<file path="src/rtl/cdc_word_sender_pkg.sv">
// Shared definitions for the word-crossing sender.
// State encodings and synchronizer depth.
package cdc_word_sender_pkg;

  localparam int CDC_SYNC_DEPTH = 2;
  localparam int DEFAULT_RESYNC_CYCLES = CDC_SYNC_DEPTH + 1;

  typedef enum logic [1:0] {
    ST_RESYNC   = 2'd0,
    ST_IDLE     = 2'd1,
    ST_WAIT_ACK = 2'd2
  } state_e;

endpackage

</file>
<file path="src/rtl/cdc_synchronizer.sv">
// Multi-flop level synchronizer for a single asynchronous bit.
// Flops carry no reset so the chain settles on the live input level.
module cdc_synchronizer
  import cdc_word_sender_pkg::*;
#(
  parameter int STAGES = CDC_SYNC_DEPTH
) (
  input  logic clock,
  input  logic d,
  output logic q
);

  logic [STAGES-1:0] sync_q;
  logic [STAGES-1:0] sync_d;

  always_comb begin
    sync_d = {sync_q[STAGES-2:0], d};
  end

  always_ff @(posedge clock) begin
    sync_q <= sync_d;
  end

  assign q = sync_q[STAGES-1];

endmodule

</file>
<file path="src/rtl/cdc_word_sender.sv">
// Transmit end of the two-phase toggle req/ack word crossing.
// Holds each word on a flop until the destination echoes the request.
module cdc_word_sender
  import cdc_word_sender_pkg::*;
#(
  parameter int WORD_WIDTH    = 32,
  parameter int RESYNC_CYCLES = DEFAULT_RESYNC_CYCLES
) (
  input  logic                  clock,
  input  logic                  reset,
  input  logic [WORD_WIDTH-1:0] data_in,
  input  logic                  data_in_valid,
  output logic                  data_in_ready,
  output logic [WORD_WIDTH-1:0] cdc_data_out,
  output logic                  cdc_req_out,
  input  logic                  cdc_ack_in,
  output logic                  transfer_done
);

  localparam int CNT_W =
    (RESYNC_CYCLES > 2) ? $clog2(RESYNC_CYCLES) : 1;
  localparam logic [CNT_W-1:0] CNT_LAST =
    CNT_W'(RESYNC_CYCLES - 1);

  state_e                  state_q, state_d;
  logic [CNT_W-1:0]        cnt_q, cnt_d;
  logic [WORD_WIDTH-1:0]   data_q, data_d;
  logic                    req_q, req_d;
  logic                    done_q, done_d;
  logic                    ack_sync;

  cdc_synchronizer #(
    .STAGES(CDC_SYNC_DEPTH)
  ) u_ack_sync (
    .clock(clock),
    .d    (cdc_ack_in),
    .q    (ack_sync)
  );

  always_comb begin
    state_d = state_q;
    cnt_d   = cnt_q;
    data_d  = data_q;
    req_d   = req_q;
    done_d  = 1'b0;
    unique case (state_q)
      ST_RESYNC: begin
        // track the ack level so the first toggle is a real one
        req_d = ack_sync;
        cnt_d = cnt_q + CNT_W'(1);
        if (cnt_q == CNT_LAST) begin
          state_d = ST_IDLE;
        end
      end
      ST_IDLE: begin
        if (data_in_valid) begin
          data_d  = data_in;
          req_d   = ~req_q;
          state_d = ST_WAIT_ACK;
        end
      end
      ST_WAIT_ACK: begin
        if (ack_sync == req_q) begin
          state_d = ST_IDLE;
          done_d  = 1'b1;
        end
      end
      default: begin
        state_d = ST_RESYNC;
      end
    endcase
  end

  always_ff @(posedge clock) begin
    if (reset) begin
      state_q <= ST_RESYNC;
      cnt_q   <= '0;
      data_q  <= '0;
      req_q   <= ack_sync;
      done_q  <= 1'b0;
    end else begin
      state_q <= state_d;
      cnt_q   <= cnt_d;
      data_q  <= data_d;
      req_q   <= req_d;
      done_q  <= done_d;
    end
  end

  assign data_in_ready = (state_q == ST_IDLE);
  assign cdc_data_out  = data_q;
  assign cdc_req_out   = req_q;
  assign transfer_done = done_q;

endmodule

</file>
<file path="config.mk">
export PLATFORM = sky130hd
export DESIGN_NAME = cdc_word_sender
export DESIGN_NICKNAME = d
export VERILOG_FILES = /design/src/rtl/cdc_word_sender_pkg.sv /design/src/rtl/cdc_synchronizer.sv /design/src/rtl/cdc_word_sender.sv
export SDC_FILE = /design/constraint.sdc
export NUM_CORES = 1
export LEC_CHECK = 0
export BUFFER_PORTS_ARGS = -buffer_cell sky130_fd_sc_hd__buf_2
export CAP_MARGIN = 20
export CORE_UTILIZATION = 25
export CTS_CLUSTER_DIAMETER = 80
export DETAILED_ROUTE_END_ITERATION = 6
export PLACE_DENSITY = 0.54
export SYNTH_ARGS = -nofsm -noshare
export SYNTH_HDL_FRONTEND = slang
export SYNTH_SLANG_ARGS = --single-unit
export TNS_END_PERCENT = 20
</file>
<file path="constraint.sdc">
create_clock -name clock -period 2.37 [get_ports clock]
set_clock_uncertainty 0.1 [all_clocks]
set_input_delay 0.474 -clock clock [delete_from_list [all_inputs] [get_ports clock]]
set_output_delay 0.474 -clock clock [all_outputs]
set_load 0.02 [all_outputs]
</file>
==> impl_metrics.tcl, run 1 <==
set metrics [dict create \
    wirelength_um 3390 \
    crit_required_ps 1800 \
    slowest_delay_ps 450 \
    cp-start-kind "register" \
    num_vias 1286 \
    post_cts_buffers 0 \
    total_leakage_power_nw 0.850 \
    grt_pass1_wl_um 5300 \
    path_cells "or2b_1 -> inv_1 -> buf_2" \
    min_period_over_period_pct 76.2 \
    hold_class "in2reg" \
    wl_per_cell_um 10.9 \
    relSlewSlack_pct 53.7 \
    endpoint_kind "output pin" \
    portBuffers 70 \
    cts_tree "yes" \
    synth_warnings 0 \
    cts_resized 0 \
    stdcell_count 310 \
    gp_congestion 0.662 \
    ant_nets 0 \
    core_um2 5680 \
    netlist_instances 170 \
    placedCellCount 303 \
    drt_iter0_markers 43 \
    syn_to_final_growth_pct 30.1 \
    pre_cts_slack_ps 641 \
    avgSynthCellArea_um2 8.88 \
    yosysUniqueCellTypes 24 \
    vias_per_cell 4.15 \
    synth_top_area_share_pct 51.7 \
    async_reset_ff_share_pct 0 \
    synth_edf_count 1 \
    die_h_um 79.7 \
    grt_usage_pct 10.9 \
    numCtsBuffers 5 \
    synth_seq_area_share_pct 53.7 \
    diodes 0 \
    cp_slowest_cell "dfxtp_1" \
    max_slew.worst_pin.slew_ps 691 \
    fp.dieW_um 79.7 \
    synth_fp_nets 207 \
    crit_fanout 8 \
    grt_pass1_vias 1117 \
    rsz0062_at_grt "false" \
    antenna_found_initial 0 \
    clock_latency_ps 280 \
    nets 275 \
    hold_violations 0 \
    status "finished clean" \
    cts_buffer_depth 2 \
    max-vdd-ir-drop_mv 0.259 \
    htreeDepth 2 \
    clk_pin_slew_ps 70 \
    critical_path_arrival_ps 1230 \
    grt_start_max_net_pins 34 \
    synth_area_leaders "dfxtp_1 52%, nand2_1 16%, a21oi_2 10%, a21oi_1 5.0%, buf_6 3.0%" \
    drive_above_1_share_pct 40.8 \
    power_density_nw_per_um2 799 \
    setup_tns_ps 0 \
    first_pass_iters 3 \
    fmax_mhz 554 \
    cts_sinks 40 \
    path_class "reg2out" \
    synthFlopType "dfxtp_1" \
    yosysTopAreaCell "dfxtp_1" \
    slew_violations 0 \
    fin_crit_ps 1810 \
    ys_seq_elements 40 \
    fin_ws_ps 564 \
    yosysMostFrequentCell "nand2_1" \
    maxCapViolCount 0 \
    yosys-top-cells-count "64 x nand2_1, 39 x dfxtp_1, 18 x a21oi_2" \
    pin_count 71 \
    drc_errors 0 \
    dp_hpwl_um 2340 \
    syn_area_um2 1510 \
    finalSetupViolCount 0 \
    start_util_pct 26.6 \
    ctsHoldBuffers 0 \
    num_rows 27 \
    grt_overflow 0 \
    cts_root_buffer "clkbuf_8" \
    dieArea_um2 6360 \
]
[through the flow]
step / total power [mW] / util, % / hold WS [ps] / instance area (µm²)
final: 1.57 / 34.6 / 190 / 1960
after global routing: 1.68 / 34.6 / 178 / 1960
after CTS: 1.61 / 34.6 / 177 / 1960
after detailed placement: 1.18 / 33.2 / 215 / 1890
after global placement: 1.17 / 33.2 / 215 / 1890
after floorplan: 1.07 / - / 210 / 1510
[layer usage]
metal / vias up / global-route usage, % / wire [µm]
li1: 681 / - / -
met1: 557 / 13.4 / 1530
met2: 44 / 17.3 / 1580
met3: 4 / 4.00 / 249
met4: 0 / 3.82 / 28
met5: - / 0 / 0
[layout make-up]
| type | instances | area (µm²) |
|---|---|---|
| Fill cell | 633 | 3710 |
| Timing Repair Buffer | 72 | 365 |
| Tap cell | 72 | 90.1 |
| Inverter | 2 | 7.51 |
| Sequential cell | 40 | 811 |
| Multi-Input combinational cell | 117 | 613 |
| Clock inverter | 1 | 5.00 |
| Clock buffer | 6 | 72.6 |
[sequential cells by signal, summed over array words and instances (netlist names)]
name / cells
transfer_done: 1
u_ack_sync.sync_q: 2
cnt_q: 2
cdc_req_out: 1
cdc_data_out: 32
state_q: 2
[cell families after synthesis]
group | after synthesis | share of synthesized area (%)
AOI/OAI and AO/OA | 38 | 17.6
buffers and inverters | 13 | 5.72
DFF | 40 | 53.7
xor gates and xnor gates | 2 | 1.16
adders and majority gates | 1 | 0.828
and+or+nand+nor | 76 | 21.0
[final timing paths]
kind / cells past startpoint / slack (ps) / to / start
worst max-delay path: 3 / 560 / data_in_ready / state_q[0]
worst min-delay path: 1 / 190 / u_ack_sync.sync_q[0] / cdc_ack_in
worst max register to register: 3 / 750 / cdc_data_out[14] / state_q[1]
worst min register to register: 0 / 230 / u_ack_sync.sync_q[1] / u_ack_sync.sync_q[0]
[critical path: cells and delay by family (launching register included)]
family | cells | cell delay, ps
flip-flops | 1 | 450
buffers and inverters | 2 | 210
AND/OR/NAND/NOR | 1 | 290
[power by group]
part / switching [mW] / internal, mW / leakage (nW) / total [mW]
Combinational: 0.224 / 0.137 / 0.482 / 0.360
Clock: 0.217 / 0.200 / 0.0410 / 0.417
Sequential: 0.0467 / 0.746 / 0.327 / 0.792
Total: 0.487 / 1.08 / 0.850 / 1.57
[placed cells by master, fill, tap and decap left out]
master and n:
o21ai_0 2, nand2b_1 1, nand2_1 64, nor2_1 4
nor4b_1 1, nand3b_2 1, buf_2 70, buf_4 2
dfxtp_1 39, clkbuf_8 5, edfxtp_1 1, xnor2_1 1
clkbuf_1 1, o21bai_1 1, a21oi_1 15, o31ai_1 1
a21oi_2 18, inv_1 2, a211oi_1 1, ha_1 1
clkinv_2 1, and3b_1 1, nand3b_1 1, or2b_1 1
nor2b_1 2, xor2_1 1
Note: power is estimated with default switching activity, not from simulation.
==> run 2: changes to the inputs <==
==> constraint.sdc (replaced) <==
create_clock -name clock -period 1.8 [get_ports clock]
set_clock_uncertainty 0.1 [all_clocks]
set_input_delay 0.36 -clock clock [delete_from_list [all_inputs] [get_ports clock]]
set_output_delay 0.36 -clock clock [all_outputs]
set_load 0.02 [all_outputs]
==> run 2 against run 1 <==
Routed wire length fell by 4.1%. Register-to-register slack got worse by 260 ps. Power up 36%. Clock-buffer cell count stayed put. Flip-flop and latch count is the same. Global-route usage shrank 0.27 points. Sequential power increased by 31%. Worst setup slack got worse by 420 ps. Non-clock buffer count increased by 4. Clock power is 44% higher. Critical path depth unchanged. Critical path type unchanged. Largest power group unchanged.
==> impl_metrics.tcl, run 2 (synthesized netlist as in run 1, its figures left out) <==
set metrics [dict create \
    status "finished clean" \
    power_density_nw_per_um2 1060 \
    max_slew.worst_pin.slew_ps 327 \
    grt_usage_pct 10.6 \
    ant_nets 0 \
    final_area_um2 2010 \
    fin_crit_ps 1660 \
    cts_sinks 40 \
    final_util_pct 35.4 \
    critical_path_arrival_ps 1200 \
    numCtsBuffers 5 \
    die_h_um 79.7 \
    pin_count 71 \
    clk_pin_slew_ps 70 \
    wirelength_um 3250 \
    endpoint_kind "output pin" \
    path_cells "or2b_1 -> inv_1 -> buf_2" \
    grt_pass1_wl_um 5170 \
    htreeDepth 2 \
    dieArea_um2 6360 \
    min_period_over_period_pct 92.3 \
    antenna_found_initial 0 \
    syn_to_final_growth_pct 33.1 \
    max-vdd-ir-drop_mv 0.391 \
    dp_hpwl_um 2320 \
    slowest_delay_ps 440 \
    drive_above_1_share_pct 42.4 \
    finalSetupViolCount 0 \
    post_cts_buffers 0 \
    fmax_mhz 602 \
    slew_violations 0 \
    nets 279 \
    hold_violations 0 \
    cts_buffer_depth 2 \
    final_cell_mix "70 x buf_2, 64 x nand2_1, 39 x dfxtp_1, 18 x a21oi_2, 15 x a21oi_1" \
    start_util_pct 26.6 \
    placedCellCount 307 \
    final_common_cell "buf_2" \
    stdcell_count 315 \
    diodes 0 \
    cts_root_buffer "clkbuf_8" \
    num_rows 27 \
    core_um2 5680 \
    rsz0062_at_grt "false" \
    setup_tns_ps 0 \
    cp_slowest_cell "dfxtp_1" \
    largest_reg_flops 32 \
    grt_start_max_net_pins 21 \
    wl_per_cell_um 10.3 \
    crit_required_ps 1340 \
    vias_per_cell 4.09 \
    cp-start-kind "register" \
    ctsHoldBuffers 0 \
    hold_class "in2reg" \
    grt_pass1_vias 1180 \
    drt_iter0_markers 37 \
    num_vias 1288 \
    grt_overflow 0 \
    maxCapViolCount 0 \
    path_class "reg2out" \
    fp.dieW_um 79.7 \
    clock_latency_ps 280 \
    crit_fanout 8 \
    portBuffers 70 \
    power_mw 2.13 \
    drc_errors 0 \
    total_leakage_power_nw 0.879 \
    dpl_cell_area_um2 1920 \
    first_pass_iters 4 \
    relSlewSlack_pct 77.9 \
    cts_resized 0 \
    cts_tree "yes" \
    gp_congestion 0.637 \
]
-- run 2: cell types whose count changed in the layout (fill, tap and decap cells not counted), sizes merged --
cell / change
clkinv: +1
buf: +4
-- run 2: path summary, 6_finish.rpt --
kind                                            from  cells past startpoint  slack, ps                   end
worst max-delay path                      state_q[0]                      3        140         data_in_ready
worst min-delay path                      cdc_ack_in                      1         80  u_ack_sync.sync_q[0]
worst max register to register            state_q[0]                      3        490           cdc_req_out
worst min register to register  u_ack_sync.sync_q[0]                      0        230  u_ack_sync.sync_q[1]
-- run 2: area by class of cell --
type | count | area (µm²)
fill | 608 | 3670
sequential | 40 | 811
multi-input combinational | 117 | 613
timing repair buffer | 76 | 395
tap | 72 | 90.1
clock buffer | 6 | 82.6
clock inverter | 2 | 10.0
inverter | 2 | 7.51
-- run 2: layer usage --
layer | vias to the layer above | global-route usage (%) | share of wire [%]
met5 | - | 0 | 0
met2 | 41 | 17.8 | 46
li1 | 689 | - | -
met3 | 2 | 3.66 | 7.4
met1 | 556 | 12.4 | 46
met4 | 0 | 3.82 | 0.46
-- run 2: stage by stage --
step / hold slack (ps) / setup slack (ps)
after floorplan: 210 / 538
after global placement: 212 / 440
after detailed placement: 212 / 442
after CTS: 67.9 / 124
after global routing: 60.9 / 60.5
final: 80.3 / 139
-- run 2: worst max-delay path: cells and delay by family, from the launching register on --
| family | cells | cell delay (ps) |
|---|---|---|
| AND/OR/NAND/NOR | 1 | 280 |
| flip-flops | 1 | 440 |
| buffers and inverters | 2 | 200 |
-- run 2: where the power goes --
group / switching, mW / internal, mW / leakage (nW)
sequential: 0.0556 / 0.982 / 0.327
combinational: 0.300 / 0.197 / 0.501
clock: 0.294 / 0.306 / 0.0510
total: 0.650 / 1.48 / 0.879
